--- src/rtl/mem_access.sv ---
// rtl/mem_access.sv - memory-access pipeline stage with single-outstanding req/ack data bus
module mem_access (
    input  logic        clk,
    input  logic        rst,
    input  logic [31:0] ans_i,
    input  logic        write_enable_i,
    input  logic [4:0]  write_addr_i,
    input  logic [2:0]  mem_op_i,
    input  logic [31:0] mem_data_i,
    output logic        bus_req_o,
    output logic        bus_we_o,
    output logic [31:0] bus_addr_o,
    output logic [3:0]  bus_sel_o,
    output logic [31:0] bus_wdata_o,
    input  logic        bus_ack_i,
    input  logic [31:0] bus_rdata_i,
    output logic [31:0] ans_o,
    output logic        write_enable_o,
    output logic [4:0]  write_addr_o,
    output logic        stall_o,
    output logic        except_align_o
);

    localparam logic [2:0] OP_LW  = 3'd1;
    localparam logic [2:0] OP_LB  = 3'd2;
    localparam logic [2:0] OP_LBU = 3'd3;
    localparam logic [2:0] OP_SW  = 3'd4;
    localparam logic [2:0] OP_SB  = 3'd5;

    typedef enum logic {
        ST_IDLE = 1'b0,
        ST_WAIT = 1'b1
    } state_t;

    state_t      r_state;
    logic        r_bus_req;
    logic        r_bus_we;
    logic [31:0] r_bus_addr;
    logic [3:0]  r_bus_sel;
    logic [31:0] r_bus_wdata;
    logic [31:0] r_ans;
    logic        r_write_enable;
    logic [4:0]  r_write_addr;
    logic        r_except_align;

    state_t      w_state_nxt;
    logic        w_bus_req_nxt;
    logic        w_bus_we_nxt;
    logic [31:0] w_bus_addr_nxt;
    logic [3:0]  w_bus_sel_nxt;
    logic [31:0] w_bus_wdata_nxt;
    logic [31:0] w_ans_nxt;
    logic        w_write_enable_nxt;
    logic [4:0]  w_write_addr_nxt;
    logic        w_except_align_nxt;
    logic        w_stall;

    logic        w_is_load;
    logic        w_is_store;
    logic        w_is_mem;
    logic        w_is_word;
    logic        w_misalign;
    logic [1:0]  w_lane;
    logic [3:0]  w_sel;
    logic [31:0] w_wdata;
    logic [7:0]  w_rbyte;
    logic [31:0] w_load_data;

    assign w_is_load  = (mem_op_i == OP_LW) || (mem_op_i == OP_LB) || (mem_op_i == OP_LBU);
    assign w_is_store = (mem_op_i == OP_SW) || (mem_op_i == OP_SB);
    assign w_is_mem   = w_is_load || w_is_store;
    assign w_is_word  = (mem_op_i == OP_LW) || (mem_op_i == OP_SW);
    assign w_misalign = w_is_word && (ans_i[1:0] != 2'b00);
    assign w_lane     = ans_i[1:0];
    assign w_sel      = w_is_word ? 4'b1111 : (4'b0001 << w_lane);
    assign w_wdata    = (mem_op_i == OP_SB) ? {4{mem_data_i[7:0]}} : mem_data_i;

    always_comb begin
        w_rbyte = bus_rdata_i[7:0];
        case (w_lane)
            2'd1:    w_rbyte = bus_rdata_i[15:8];
            2'd2:    w_rbyte = bus_rdata_i[23:16];
            2'd3:    w_rbyte = bus_rdata_i[31:24];
            default: w_rbyte = bus_rdata_i[7:0];
        endcase
    end

    always_comb begin
        w_load_data = bus_rdata_i;
        if (mem_op_i == OP_LB) begin
            w_load_data = {{24{w_rbyte[7]}}, w_rbyte};
        end else if (mem_op_i == OP_LBU) begin
            w_load_data = {24'd0, w_rbyte};
        end
    end

    always_comb begin
        w_state_nxt        = r_state;
        w_bus_req_nxt      = r_bus_req;
        w_bus_we_nxt       = r_bus_we;
        w_bus_addr_nxt     = r_bus_addr;
        w_bus_sel_nxt      = r_bus_sel;
        w_bus_wdata_nxt    = r_bus_wdata;
        w_ans_nxt          = r_ans;
        w_write_enable_nxt = r_write_enable;
        w_write_addr_nxt   = r_write_addr;
        w_except_align_nxt = 1'b0;
        w_stall            = 1'b0;
        case (r_state)
            ST_IDLE: begin
                if (!w_is_mem) begin
                    w_ans_nxt          = ans_i;
                    w_write_enable_nxt = write_enable_i;
                    w_write_addr_nxt   = write_addr_i;
                end else if (w_misalign) begin
                    w_write_enable_nxt = 1'b0;
                    w_except_align_nxt = 1'b1;
                end else begin
                    w_stall            = 1'b1;
                    w_state_nxt        = ST_WAIT;
                    w_bus_req_nxt      = 1'b1;
                    w_bus_we_nxt       = w_is_store;
                    w_bus_addr_nxt     = {ans_i[31:2], 2'b00};
                    w_bus_sel_nxt      = w_sel;
                    w_bus_wdata_nxt    = w_wdata;
                    w_write_enable_nxt = 1'b0;
                end
            end
            ST_WAIT: begin
                if (bus_ack_i) begin
                    w_state_nxt      = ST_IDLE;
                    w_bus_req_nxt    = 1'b0;
                    w_write_addr_nxt = write_addr_i;
                    // Upstream is frozen during the stall, so mem_op_i still names the active op.
                    if (w_is_load) begin
                        w_ans_nxt          = w_load_data;
                        w_write_enable_nxt = write_enable_i;
                    end else begin
                        w_ans_nxt          = ans_i;
                        w_write_enable_nxt = 1'b0;
                    end
                end else begin
                    w_stall = 1'b1;
                end
            end
            default: begin
                w_state_nxt = ST_IDLE;
            end
        endcase
    end

    always_ff @(posedge clk) begin
        if (!rst) begin
            r_state        <= ST_IDLE;
            r_bus_req      <= 1'b0;
            r_bus_we       <= 1'b0;
            r_bus_addr     <= 32'd0;
            r_bus_sel      <= 4'd0;
            r_bus_wdata    <= 32'd0;
            r_ans          <= 32'd0;
            r_write_enable <= 1'b0;
            r_write_addr   <= 5'd0;
            r_except_align <= 1'b0;
        end else begin
            r_state        <= w_state_nxt;
            r_bus_req      <= w_bus_req_nxt;
            r_bus_we       <= w_bus_we_nxt;
            r_bus_addr     <= w_bus_addr_nxt;
            r_bus_sel      <= w_bus_sel_nxt;
            r_bus_wdata    <= w_bus_wdata_nxt;
            r_ans          <= w_ans_nxt;
            r_write_enable <= w_write_enable_nxt;
            r_write_addr   <= w_write_addr_nxt;
            r_except_align <= w_except_align_nxt;
        end
    end

    assign bus_req_o      = r_bus_req;
    assign bus_we_o       = r_bus_we;
    assign bus_addr_o     = r_bus_addr;
    assign bus_sel_o      = r_bus_sel;
    assign bus_wdata_o    = r_bus_wdata;
    assign ans_o          = r_ans;
    assign write_enable_o = r_write_enable;
    assign write_addr_o   = r_write_addr;
    assign except_align_o = r_except_align;
    assign stall_o        = w_stall;

endmodule

--- config.mk ---
export PLATFORM = sky130hd
export DESIGN_NAME = mem_access
export DESIGN_NICKNAME = d
export VERILOG_FILES = /design/src/rtl/mem_access.sv
export SDC_FILE = /design/constraint.sdc
export NUM_CORES = 1
export LEC_CHECK = 0
export CAP_MARGIN = 20
export CORE_MARGIN = 3
export CORE_UTILIZATION = 25
export DETAILED_ROUTE_END_ITERATION = 16
export GPL_ROUTABILITY_DRIVEN = 0
export SLEW_MARGIN = 20
export SYNTH_ARGS = -nofsm -noshare
export SYNTH_HDL_FRONTEND = slang
export SYNTH_SLANG_ARGS = --single-unit
--- constraint.sdc ---
create_clock -name clk -period 2.26 [get_ports clk]
set_clock_uncertainty 0.05 [all_clocks]
set_input_delay 0.339 -clock clk [delete_from_list [all_inputs] [get_ports clk]]
set_output_delay 0.339 -clock clk [all_outputs]
set_load 0.01 [all_outputs]
Word level (Yosys, flattened, before mapping)

Index checks and enable logic that the tools add are counted.

Muxes and demuxes: 25
Reduce and logical (&&, ||, !) cells: 11
Bitwise gates (word level): 4
Equality and inequality tests: 12
Shifts and indexed selects: 1

Operator list:

| kind                | count |
|---|---|
| $mux 32             | 6 |
| $pmux 32 s2         | 1 |
| $pmux 8 s3          | 1 |
| $mux 1              | 10 |
| $mux 5              | 2 |
| $pmux 5 s2          | 1 |
| $ne 2x2->1 const B  | 4 |
| $eq 3x2->1 const B  | 2 |
| $eq 3x3->1 const B  | 2 |
| $pmux 1 s2          | 3 |
| $reduce_and 3->1    | 2 |
| $logic_or 1x1->1    | 5 |
| $eq 2x2->1 const B  | 2 |
| $mux 4              | 1 |
| $not 1->1           | 4 |
| $shl 1x2->4 const A | 1 |
| $eq 3x1->1 const B  | 1 |
| $reduce_or 3->1     | 1 |
| $eq 2x1->1 const B  | 1 |
| $reduce_and 2->1    | 1 |
| $reduce_bool 2->1   | 1 |
| $logic_and 1x1->1   | 1 |

Output and inout bits: 110
Flip-flop bits (word level): 108
Input port bits: 108

Depth between registers and ports, before layout

Gate-level depths: netlist of run 1.

Depth after elaboration: 7
Gate-level depth with buffers: 8
Mapped depth without buffers: 4

Least setup slack after synthesis of run 1

Ideal clock, no wire load.

Kind: input port to output port
From: input port ans_i[0]
To: output port stall_o
Path slack: 0.394 ns
Cell stages on the path: 5
Required time: 1.871 ns
Buffers on the path: 2
Data arrival time: 1.477 ns
Cells stage by stage: buf_2 > or4b_1 > a41oi_2 > buf_4 > nand2b_1

Cells in the longest elaborated chain, start to end: 5

RTL lines:

| what               | line | source |
|---|---|---|
| start: declaration | 5    | `input logic [31:0] ans_i,` |
| $reduce_bool 2->1  | 73   | `assign w_misalign = w_is_word && (ans_i[1:0] != 2'b00);` |
| $logic_and 1x1->1  | 73   |  |
| $mux 1             | 115  | `end else if (w_misalign) begin` |
| $mux 1             | 111  | `if (!w_is_mem) begin` |
| $pmux 1 s2         | 109  | `case (r_state)` |
| end: declaration   | 20   | `output logic stall_o,` |

Every way passes these cells.

Worst setup path in the final report of run 1

From: input port mem_op_i[2]
To: output port stall_o

Cells in the longest elaborated chain, start to end: 6

RTL lines:

| what                                                         | line    | source |
|---|---|---|
| start: declaration                                           | 8       | `input logic [2:0] mem_op_i,` |
| $eq 3x1->1, or another cell as far along                     | 69, 72  |  |
| $logic_or 1x1->1, on equally long branches                   | 72, 69  |  |
| $logic_and 1x1->1 / $logic_or 1x1->1 (equally long branches) | 73, 69  |  |
| $mux 1 / $logic_or 1x1->1 (equally long branches)            | 115, 71 |  |
| $mux 1 *                                                     | 111     |  |
| $pmux 1 s2 *                                                 | 109     |  |

Every way passes the cells marked *; elsewhere a longest branch is shown, timed or not.

==> impl_metrics.yaml, run 1 <==
status:
  status: "finished, final reports clean"
floorplanning:
  die_y_microns: 146
  rows: 50
  start_util_pct: 25.8
  coreArea_sq_um: 19000
  die-area_sq_um: 21300
  dieWidth_microns: 146
  io_pins: 218
clock_tree:
  clk-insertion-delay-late_ns: 0.35
  cts_sinks: 108
  postCtsHoldBufs: 0
  cts_tree: "done"
  cts_buffer_depth: 2
  clk_pin_slew_ns: 0.07
  htreeDepth: 3
  cts_buffers: 9
  cts_setup_buffers: 0
  cts_root_buf: "clkbuf_16"
timing:
  fin_crit_sh_pct: 93.5
  setup_viol: 0
  drv_slew: 0
  timing.slew.headroom_pct: 58.4
  period_needed_ns: 2.11
  fmax_mhz: 473
  tightest_slew_ns: 0.622
  rsz0062_at_grt: "no"
  holdWs_ns: 0.404
  hold_viol_final: 0
cells_and_area:
  num_antenna_cells: 0
  finish.utilization_pct: 40.5
  area_growth_pct: 57.2
  finalInstanceArea_sq_um: 7710
  seq_area_sq_um: 2160
  nets: 879
  multi_input_area_sq_um: 2470
  instances_no_fill: 1035
  layout-drive-gt1-share_pct: 7.23
  fillers: 1953
place:
  place_area_sq_um: 7370
  hpwl_mm: 13.0
  port_buffers: 215
  dp_cells: 1020
setup_path:
  start_kind: "primary input"
  crit_slowest_cell: "clkdlybuf4s50_1"
  worst-path-buf-inv: 2
  cp-end-kind: "output port"
  worstPathRequired_ns: 1.87
  path_delay_family: "simple AND/OR/NAND/NOR gates"
  path_max_fanout: 2
  cpPeakStageDelay_ns: 0.48
  crit_path_start: "mem_op_i[2]"
  reg2reg_from: "r_state"
  critPathKind: "primary input to output port"
  crit_arrival_ns: 1.72
  worstPathCellList: "clkdlybuf4s50_1, or4b_4, a41oi_4, nand2b_4, buf_6"
synthesis:
  synth_area_leaders: "dfxtp_1, o21ai_0, nand2_1, a21oi_1, o211a_1"
  ys.flop_type: "dfxtp_1"
  yosysMostFrequentCell: "dfxtp_1"
  seq_area_frac_synth_pct: 44.1
  synth_top_area_share_pct: 44.1
  yosys_register_bits: 108
  syn-cell-area_sq_um: 4900
  synthCells: 582
  yosysTopAreaCell: "dfxtp_1"
  ys_warn_count: 0
  synthTopCellsByCount: "dfxtp_1, o21ai_0, nand2_1, a21oi_1, nand3_1"
  avgSynthCellArea_sq_um: 8.43
  synth_edf_count: 0
  async_flop_share_pct: 0
  synth_cell_types: 46
flow_run:
  drv_cap: 0
global_route:
  track_usage_pct: 16.4
  first_global_vias: 4798
  grt_max_degree: 66
  antenna_found_initial: 1
  grt-ovfl-total: 0
  grt_pass1_wl_mm: 28.0
power:
  peakVddDrop_uv: 360
  total_power_mw: 5.23
  p_leak_nw: 3.03
  pwr_density_cell_nw_per_um2: 679
worst_hold_path:
  min-delay-start: "rst"
  worst_hold_path_type: "primary input to flip-flop"
route:
  drt_iter0_markers: 233
  vias: 4980
  wl_per_cell_microns: 17.5
  avgViaCountPerCell: 4.81
  ant_nets: 0
  wirelength_mm: 18.1
  drc_errors: 0
  first_pass_iters: 4
through the flow:
| stage | setup TNS [ns] | worst slack (ns) |
|---|---|---|
| CTS | 0 | 0.0177 |
| global route | 0 | 0.0767 |
| detailed placement | -35.24 | -0.559 |
| global placement | -30.72 | -0.516 |
| finish | 0 | 0.146 |
| floorplan | 0 | 0.394 |
area by class of cell:
type | instances | share of cell area (%)
multi-input cells | 408 | 32.0
repair buffers | 242 | 31.6
flip-flops and latches | 108 | 28.0
well taps | 260 | 4.22
clock buffers | 12 | 3.46
clock inverters | 3 | 0.584
inverters | 2 | 0.0974
timing repair:
action,CTS,global route
setup endpoints to repair,67,67
gates resized for setup,10,4
pin swaps,1,1
sequential cells by signal (all words and copies together) (netlist names):
name,count
bus_req_o,1
bus_we_o,1
bus_wdata_o,32
bus_addr_o,30
write_enable_o,1
except_align_o,1
bus_sel_o,4
r_state,1
ans_o,32
write_addr_o,5
worst paths after layout:
| kind | slack [ns] | end | depth (start not counted) |
|---|---|---|---|
| worst max-delay path | 0.15 | stall_o | 5 |
| worst min-delay path | 0.40 | bus_wdata_o[26] | 2 |
| worst max register to register | 0.51 | ans_o[13] | 6 |
| worst min register to register | 0.41 | bus_addr_o[28] | 2 |
report_power, final:
| group | internal, mW | leakage, nW | total [mW] | switching (mW) |
|---|---|---|---|---|
| logic | 0.731 | 1.99 | 1.36 | 0.628 |
| registers | 2.10 | 0.892 | 2.19 | 0.0960 |
| clock network | 0.946 | 0.147 | 1.68 | 0.734 |
routing by layer:
metal  global-route usage (%)  share of wire [%]  up-vias
met3                     6.42                8.0       14
met1                     20.8                 46     2315
met4                     3.67               0.86        2
li1                         -                  -     2481
met5                        0              0.050        -
met2                     26.4                 45      168
logic make-up (layout without fill, tap and decap cells):
family | count (synthesis) | after routing | synth area share (%)
other | 1 | 2 | 0.0765
muxes | 13 | 13 | 2.65
AOI/OAI and AO/OA | 236 | 236 | 30.7
buffers and inverters | 67 | 259 | 6.35
DFF | 108 | 108 | 44.1
xor gates and xnor gates | 2 | 2 | 0.357
and+or+nand+nor | 155 | 155 | 15.7
cell usage in the layout (no fill, tap or decap), types with 2 or more instances in the layout:
cell type and instances:
and4b_1 8, nor2_2 2, o21ai_1 4, clkbuf_16 9, o211a_1 24, a31oi_1 8
clkbuf_8 3, nand2b_1 4, buf_4 20, o21ai_0 91, mux2i_1 13, nand2_1 74
nand3_1 39, dfxtp_1 108, a21oi_1 55, a211o_1 25, nor3_1 4, or4b_4 2
clkdlybuf4s50_1 209, o211ai_1 9, nor2b_1 8, a2bb2oi_1 8, inv_1 2, conb_1 2
buf_12 6, o221a_2 2, clkinvlp_4 2, buf_6 3, nor2_1 4, a21o_1 3
dlygate4sd2_1 3
Power figures use the tool's default switching activity.
==> inputs of run 2 (changes only) <==
--- a/config.mk
+++ b/config.mk
@@ -10,6 +10,7 @@
 export CORE_UTILIZATION = 25
 export DETAILED_ROUTE_END_ITERATION = 16
 export GPL_ROUTABILITY_DRIVEN = 0
+export SKIP_CTS_REPAIR_TIMING = 1
 export SLEW_MARGIN = 20
 export SYNTH_ARGS = -nofsm -noshare
 export SYNTH_HDL_FRONTEND = slang
==> run 2 against run 1 <==
  * Register-to-register slack barely moved
  * Sequential share of layout area barely moved
  * Routed wire length fell by 0.16%
  * Combinational power barely moved
  * Power barely moved
  * Clock-buffer cell count did not move
  * Largest power group unchanged
  * Highest routed layer unchanged
==> impl_metrics.yaml, run 2 (synthesis gave the netlist of run 1 again) <==
status:
  status: "finished, final reports clean"
floorplanning:
  die_y_microns: 146
  dieWidth_microns: 146
  rows: 50
  start_util_pct: 25.8
  coreArea_sq_um: 19000
  io_pins: 218
  die-area_sq_um: 21300
global_route:
  grt_max_degree: 66
  first_global_vias: 4795
  grt-ovfl-total: 0
  grt_pass1_wl_mm: 28.0
  antenna_found_initial: 1
  track_usage_pct: 16.4
power:
  p_leak_nw: 3.03
  total_power_mw: 5.23
  peakVddDrop_uv: 360
  pwr_density_cell_nw_per_um2: 678
place:
  hpwl_mm: 13.0
  port_buffers: 215
  place_area_sq_um: 7370
timing:
  drv_slew: 0
  timing.slew.headroom_pct: 56.7
  holdWs_ns: 0.405
  fin_crit_sh_pct: 98.0
  fmax_mhz: 452
  rsz0062_at_grt: "yes"
  period_needed_ns: 2.21
  tightest_slew_ns: 0.647
  hold_viol_final: 0
  setup_viol: 0
clock_tree:
  clk_pin_slew_ns: 0.07
  cts_tree: "done"
  cts_sinks: 108
  cts_root_buf: "clkbuf_16"
  cts_buffer_depth: 2
  clk-insertion-delay-late_ns: 0.35
  cts_buffers: 9
  htreeDepth: 3
cells_and_area:
  final_cell_mix: "clkdlybuf4s50_1, dfxtp_1, o21ai_0, nand2_1, a21oi_1"
  finish.utilization_pct: 40.5
  multi_input_area_sq_um: 2460
  num_antenna_cells: 0
  layout-drive-gt1-share_pct: 7.10
  nets: 879
  seq_area_sq_um: 2160
  finalInstanceArea_sq_um: 7700
  area_growth_pct: 57.1
  fillers: 1954
  mostFrequentLayoutCell: "clkdlybuf4s50_1"
route:
  drc_errors: 0
  avgViaCountPerCell: 4.84
  drt_iter0_markers: 241
  wirelength_mm: 18.1
  wl_per_cell_microns: 17.5
  first_pass_iters: 4
  ant_nets: 0
  vias: 5014
setup_path:
  worst-path-buf-inv: 2
  cpPeakStageDelay_ns: 0.51
  crit_slowest_cell: "or4b_4"
  cp-end-kind: "output port"
  critPathKind: "primary input to output port"
  worstPathRequired_ns: 1.87
  worstPathCellList: "clkdlybuf4s50_1, or4b_4, a41oi_4, nand2b_4, clkbuf_2"
  crit_arrival_ns: 1.82
  path_max_fanout: 3
  path_delay_family: "simple AND/OR/NAND/NOR gates"
  start_kind: "primary input"
worst_hold_path:
  worst_hold_path_type: "primary input to flip-flop"
flow_run:
  drv_cap: 0
run 2: power by group:
group,switching (mW),internal [mW],leakage [nW]
clock network,0.734,0.946,0.147
registers,0.0960,2.10,0.892
logic,0.626,0.730,2.00
total,1.46,3.77,3.03
run 2: cell type report:
class | count | area share (%)
timing repair buffer | 242 | 31.6
tap | 260 | 4.22
sequential | 108 | 28.1
multi-input combinational | 408 | 32.0
clock inverter | 3 | 0.585
clock buffer | 12 | 3.46
inverter | 2 | 0.0974
run 2: path summary, 6_finish.rpt:
kind                  start               to  slack (ns)  depth (start not counted)
min                     rst  bus_wdata_o[26]        0.41                          2
max                ans_i[0]          stall_o        0.05                          5
max reg2reg         r_state        ans_o[13]        0.50                          6
min reg2reg  bus_addr_o[12]   bus_addr_o[12]        0.41                          2
run 2: stage by stage:
stage,worst slack (ns),cells,TNS [ns]
2_1_floorplan,0.394,583,0
6_report,0.0461,1035,0
5_1_grt,-0.0461,1035,-0.0461
4_1_cts,-0.581,1035,-6.91
3_3_place_gp,-0.516,1020,-30.72
3_5_place_dp,-0.559,1020,-35.24
run 2: worst reg2reg max path, stage by stage, from the launching register on:
cell	delay (ns)
dfxtp_1	0.42
buf_4	0.21
nand2b_1	0.11
or2_1	0.24
o31a_1	0.33
buf_12	0.17
a21oi_1	0.16
run 2: per-layer routing:
metal | part of all wire [%] | GRT usage, % | up-vias
li1 | - | - | 2485
met1 | 45 | 20.8 | 2329
met2 | 46 | 26.4 | 184
met3 | 8.8 | 6.42 | 14
met4 | 0.86 | 3.67 | 2
met5 | 0.050 | 0 | -
